`src/rtl/seq_pkg.sv`:
```
// seq_pkg: shared FSM state encoding and default widths for the pattern-sequence player
package seq_pkg;
  typedef enum logic [1:0] {S_FETCH, S_LOAD, S_PLAY, S_DONE} state_t;
  localparam int SEQ_W_DEF   = 6;
  localparam int NUM_SEQ_DEF = 64;
  localparam int ADDR_W_DEF  = 10;
  localparam int DATA_W_DEF  = 16;
endpackage

```
`src/rtl/pb_edge.sv`:
```
// pb_edge: 2-flop synchroniser plus delay flop, emitting a one-cycle pulse on a rising level
// Ports: CLK_50/reset (async, active-high), lvl (asynchronous level in), pulse (CLK_50-synchronous rising-edge pulse)
module pb_edge (
  input  logic CLK_50,
  input  logic reset,
  input  logic lvl,
  output logic pulse
);
  // sh_q[0], sh_q[1] form the synchroniser; sh_q[2] is the delayed copy for edge detection
  logic [2:0] sh_q, sh_d;
  always_comb sh_d = {sh_q[1:0], lvl};
  always_ff @(posedge CLK_50 or posedge reset)
    if (reset) sh_q <= '0;
    else sh_q <= sh_d;
  assign pulse = sh_q[1] & ~sh_q[2];
endmodule

```
`src/rtl/seq_player.sv`:
```
// seq_player: button-selected pattern-sequence player stepping a pattern ROM on a slow strobe
// Ports: CLK_50/reset (async, active-high); up_lvl/dn_lvl async buttons; step_en advance strobe; loop restart-at-end;
//        tag_rd_en/tag_addr -> tag RAM, tag_start/tag_len <- tag RAM; rom_addr -> ROM, rom_data <- ROM;
//        pattern displayed word; seq_num selection; busy in PLAY; done in DONE
module seq_player
  import seq_pkg::*;
#(
  parameter int SEQ_W   = SEQ_W_DEF,
  parameter int NUM_SEQ = NUM_SEQ_DEF,
  parameter int ADDR_W  = ADDR_W_DEF,
  parameter int DATA_W  = DATA_W_DEF,
  parameter bit WRAP    = 1'b1
) (
  input  logic              CLK_50,
  input  logic              reset,
  input  logic              up_lvl,
  input  logic              dn_lvl,
  input  logic              step_en,
  input  logic              loop,
  output logic              tag_rd_en,
  output logic [SEQ_W-1:0]  tag_addr,
  input  logic [ADDR_W-1:0] tag_start,
  input  logic [ADDR_W-1:0] tag_len,
  output logic [ADDR_W-1:0] rom_addr,
  input  logic [DATA_W-1:0] rom_data,
  output logic [DATA_W-1:0] pattern,
  output logic [SEQ_W-1:0]  seq_num,
  output logic              busy,
  output logic              done
);
  localparam logic [SEQ_W-1:0] SEQ_MAX = SEQ_W'(NUM_SEQ - 1);
  logic up_e, dn_e, sel_chg;
  state_t state_q, state_d;
  logic [SEQ_W-1:0] seq_num_q, seq_num_d;
  logic [ADDR_W-1:0] rom_addr_q, rom_addr_d, start_q, start_d, last_q, last_d;
  logic [DATA_W-1:0] pattern_q, pattern_d;
  pb_edge u_up (.CLK_50(CLK_50), .reset(reset), .lvl(up_lvl), .pulse(up_e));
  pb_edge u_dn (.CLK_50(CLK_50), .reset(reset), .lvl(dn_lvl), .pulse(dn_e));
  always_comb begin
    sel_chg    = up_e ^ dn_e;
    seq_num_d  = seq_num_q;
    state_d    = state_q;
    rom_addr_d = rom_addr_q;
    start_d    = start_q;
    last_d     = last_q;
    pattern_d  = pattern_q;
    if (up_e & ~dn_e)
      seq_num_d = (seq_num_q == SEQ_MAX) ? (WRAP ? '0 : SEQ_MAX) : seq_num_q + SEQ_W'(1);
    else if (dn_e & ~up_e)
      seq_num_d = (seq_num_q == '0) ? (WRAP ? SEQ_MAX : '0) : seq_num_q - SEQ_W'(1);
    // An accepted press always refetches, even when saturated, so it restarts the sequence.
    if (sel_chg) state_d = S_FETCH;
    else
      case (state_q)
        S_FETCH: state_d = S_LOAD;
        S_LOAD: begin
          start_d    = tag_start;
          last_d     = tag_start + tag_len - ADDR_W'(1);
          rom_addr_d = tag_start;
          state_d    = (tag_len == '0) ? S_DONE : S_PLAY;
          pattern_d  = (tag_len == '0) ? '0 : pattern_q;
        end
        S_PLAY:
          if (step_en) begin
            pattern_d  = rom_data;
            rom_addr_d = (rom_addr_q != last_q) ? rom_addr_q + ADDR_W'(1) : (loop ? start_q : rom_addr_q);
            state_d    = (rom_addr_q == last_q && !loop) ? S_DONE : S_PLAY;
          end
        default: ;
      endcase
  end
  always_ff @(posedge CLK_50 or posedge reset)
    if (reset) begin
      state_q    <= S_FETCH;
      seq_num_q  <= '0;
      rom_addr_q <= '0;
      start_q    <= '0;
      last_q     <= '0;
      pattern_q  <= '0;
    end else begin
      state_q    <= state_d;
      seq_num_q  <= seq_num_d;
      rom_addr_q <= rom_addr_d;
      start_q    <= start_d;
      last_q     <= last_d;
      pattern_q  <= pattern_d;
    end
  // The reset state is FETCH, but the read strobe must read low while reset is held.
  assign tag_rd_en = (state_q == S_FETCH) & ~reset;
  assign tag_addr  = seq_num_q;
  assign rom_addr  = rom_addr_q;
  assign pattern   = pattern_q;
  assign seq_num   = seq_num_q;
  assign busy      = (state_q == S_PLAY);
  assign done      = (state_q == S_DONE);
endmodule

```
`config.mk`:
```
export PLATFORM = sky130hd
export DESIGN_NAME = seq_player
export DESIGN_NICKNAME = d
export VERILOG_FILES = /design/src/rtl/seq_pkg.sv /design/src/rtl/pb_edge.sv /design/src/rtl/seq_player.sv
export SDC_FILE = /design/constraint.sdc
export NUM_CORES = 1
export LEC_CHECK = 0
export CORE_ASPECT_RATIO = 1.4
export CORE_MARGIN = 5
export CORE_UTILIZATION = 40
export DETAILED_ROUTE_END_ITERATION = 10
export GPL_TIMING_DRIVEN = 0
export PLACE_DENSITY = 0.76
export SYNTH_ARGS = -nofsm -noshare
export SYNTH_HDL_FRONTEND = slang
export SYNTH_SLANG_ARGS = --single-unit
export TNS_END_PERCENT = 1
```
`constraint.sdc`:
```
create_clock -name CLK_50 -period 2.38 [get_ports CLK_50]
set_input_delay 0.238 -clock CLK_50 [delete_from_list [all_inputs] [get_ports CLK_50]]
set_output_delay 0.238 -clock CLK_50 [all_outputs]
set_load 0.005 [all_outputs]
```
==> flow_metrics.py <==
metrics = {
    "layout": {
        "final_cell_count_no_fill": 618,
        "finalCoreUtilization_pct": 56.54,
        "filler_cell_count": 757,
        "n_antenna_cell": 0,
        "drive_above_1_share_pct": 11.15,
        "area_growth_syn_to_layout_pct": 38.99,
        "final_net_count": 575,
    },
    "sta": {
        "finalClockSkew_ps": 4.851,
        "fmaxAchievable_mhz": 448.0,
        "timing.slew.headroom_pct": 53.96,
        "final-max-slew-violation-count": 0,
        "setup-violations-final": 0,
        "fin_crit_sh_pct": 93.78,
        "post-route-min-period_ps": 2232,
        "timing_worst_slew_pin_value_ps": 689.7,
        "timing.final.hold_violations": 0,
    },
    "cts": {
        "clkTransAtPathRegs_ps": 50,
        "cts-root-buf": "clkbuf_16",
        "cts_hold_buf": 0,
        "worst_skew_pair.late_latency_ps": 320,
        "cts_tree": "built",
        "cts.sinks": 60,
        "maximum_number_of_buffers_from_clock_root_to_sink": 2,
        "htree_num_levels": 3,
        "numCtsBuffers": 9,
    },
    "logic_synthesis": {
        "asr_flop_ratio_synth_pct": 100.0,
        "synth.ff_latch_count": 60,
        "yosysUniqueCellTypes": 44,
        "average_footprint_of_a_synthesized_cell_sq_um": 8.952,
        "number_of_standard_cells_after_synthesis": 408,
        "synth_top_area_share_pct": 41.11,
        "yosysTopAreaCell": "dfrtp_1",
        "synthFlopType": "dfrtp_1",
        "post-synth-top-count-cell": "inv_1",
        "synth.top_cells.by_count": "inv_1 (65), dfrtp_1 (60), o21ai_0 (49)",
        "netlist_area_sq_um": 3652,
        "synth_top_cells_by_area": "dfrtp_1 (41%), ha_1 (8.9%), o21ai_0 (6.7%), inv_1 (6.7%), xor2_1 (3.8%)",
        "ys.warnings.count": 0,
        "synth_enable_flop_cells": 0,
        "postSynthNetCount": 477,
        "synth_sequential_area_ratio_pct": 41.11,
    },
    "worst_hold_path": {
        "type_of_the_worst_min_delay_path": "in2reg",
    },
    "critical_path": {
        "cp-end-kind": "register",
        "timing.critical_path.fanout_max": 3,
        "worst_ep_required_time_ps": 2570,
        "cp_data_arrival_time_ps": 2420,
        "startpoint_type": "input pin",
        "path_class": "in2reg",
    },
    "placed_design": {
        "detailedPlacementHpwl_mm": 7.174,
        "placedCellCount": 598,
        "port_buffers": 82,
        "gp_congestion": 0.8465,
    },
    "drt": {
        "firstDrtPassIters": 4,
        "drt-initial-drc-count": 181,
        "num_vias": 3220,
        "detail_route.wl_per_cell_um": 15.73,
        "detail_route.drc_violations": 0,
        "detailed_route_wire_length_mm": 9.719,
        "viasPerCell": 5.210,
        "ant_nets": 0,
    },
    "global_route": {
        "first_global_vias": 3293,
        "first_pass_grt_wire_length_mm": 15.47,
        "globalRouteMet3Util_pct": 3.348,
        "antenna_found_initial": 0,
        "grtUsageTotal_pct": 17.24,
        "grt.busiest_layer": "met2",
        "gr-usage-met2_pct": 31.68,
        "grt.met1_usage_pct": 18.36,
        "grt_ovf": 0,
        "grt_start_max_net_pins": 32,
    },
    "floorplanning": {
        "dieArea_sq_um": 11170,
        "num_rows": 41,
        "dieHeight_um": 123.1,
        "pin_count": 83,
        "dieWidth_um": 90.76,
        "floorplan.initialDensity_pct": 40.68,
        "core_region_area_sq_um": 8977,
    },
    "flow_run": {
        "cap_violations": 0,
    },
    "power_and_ir_drop": {
        "static-leakage-power_nw": 2.361,
        "vdd.ir_drop.worst_v": 0.0008913,
        "power.density_nw_per_um2": 1231,
        "post-layout-total-power_mw": 6.247,
    },
    "run_status": {
        "outcome": "completed",
    },
}
-- sequential cells by signal, summed over array words and instances, names as in the netlist --
signal     cells
pattern       16
last_q        10
rom_addr      10
start_q       10
seq_num        6
u_dn.sh_q      3
u_up.sh_q      3
state_q        2
-- layout by cell type, fill, tap and decap left out, drive strengths merged, types with 2 or more instances in the layout --
cell | Yosys | final
a21o | 3 | 3
a21oi | 10 | 10
a31oi | 3 | 3
and3 | 5 | 5
buf | 11 | 16
bufinv | 0 | 3
clkbuf | 13 | 26
clkdlybuf4s50 | 0 | 78
dfrtp | 60 | 60
dlygate4sd2 | 0 | 2
dlymetal6s2s | 0 | 2
ha | 26 | 26
inv | 65 | 65
mux2 | 10 | 10
mux2i | 12 | 12
nand2 | 33 | 33
nand2b | 2 | 2
nand3 | 23 | 23
nand4 | 5 | 5
nor2 | 14 | 14
nor2b | 5 | 5
nor3 | 7 | 7
nor4 | 3 | 3
o21a | 2 | 2
o21ai | 49 | 49
o31ai | 4 | 4
or3 | 2 | 2
xnor2 | 10 | 10
xor2 | 16 | 16
-- layout make-up --
| class | instances | area [sq um] | area share (%) |
|---|---|---|---|
| buffer | 24 | 136.4 | 2.687 |
| tap | 107 | 133.9 | 2.637 |
| inverter | 65 | 244.0 | 4.807 |
| clock buffer | 13 | 280.3 | 5.521 |
| sequential | 60 | 1501 | 29.58 |
| timing repair buffer | 87 | 873.3 | 17.20 |
| multi-input combinational | 259 | 1817 | 35.79 |
| clock inverter | 3 | 90.09 | 1.775 |
-- worst paths after layout --
path,startpoint,endpoint,slack [ps],cells past startpoint
worst min register to register,u_up.sh_q[0],u_up.sh_q[1],350,0
worst max-delay path,tag_start[2],last_q[8],150,11
min in group asynchronous,reset,pattern[11],380,2
max in group asynchronous,reset,last_q[0],1410,3
worst min-delay path,tag_start[0],start_q[0],260,3
worst max register to register,u_up.sh_q[1],last_q[3],160,6
-- kinds of logic after synthesis --
kind of cell,after synthesis,share of synthesized area (%)
flops,60,41.11
simple gates,103,13.77
buf+inv,89,10.38
xor+xnor,26,6.235
fa+ha+maj,27,9.455
mux,22,6.372
compound gates,81,12.68
-- per-layer routing --
metal  up-vias  part of all wire, %
met3        19                  4.9
li1       1551                    -
met5         -                    0
met1      1548                   39
met2       102                   53
met4         0                  3.0
-- critical path, cell delays in order --
cell and delay (ps):
clkdlybuf4s50_1 510, inv_1 90, ha_4 290, inv_1 50, ha_1 280, a21o_1 200
a21oi_2 190, o21ai_0 130, a31oi_1 220, xor2_1 150, o21ai_0 80
-- where the power goes --
group	switching [mW]	internal (mW)	leakage [nW]
Clock	0.448	1.14	0.182
Combinational	1.28	1.44	1.42
Sequential	0.464	1.48	0.754
-- timing repair --
action / 4_1_cts / 5_1_grt
setup endpoints to repair: 2 / 20
buffers inserted: 3 / 1
gates cloned: 0 / 0
gates resized for setup: 6 / 14
pin swaps: 7 / 8
-- metrics by stage --
| step | setup TNS (ps) | hold slack (ps) | setup WS [ps] | area (sq um) |
|---|---|---|---|---|
| 2_1_floorplan | 0 | 269.4 | 235.2 | 3652 |
| 3_3_place_gp | -28340 | 340.9 | -544.3 | 4607 |
| 3_5_place_dp | -4583 | 337.1 | -663.6 | 4627 |
| 4_1_cts | 0 | 351.3 | 5.991 | 5026 |
| 5_1_grt | -2.750 | 282.4 | -2.750 | 5076 |
| 6_report | 0 | 262.9 | 148.0 | 5076 |
(Power assumes the default switching activity.)
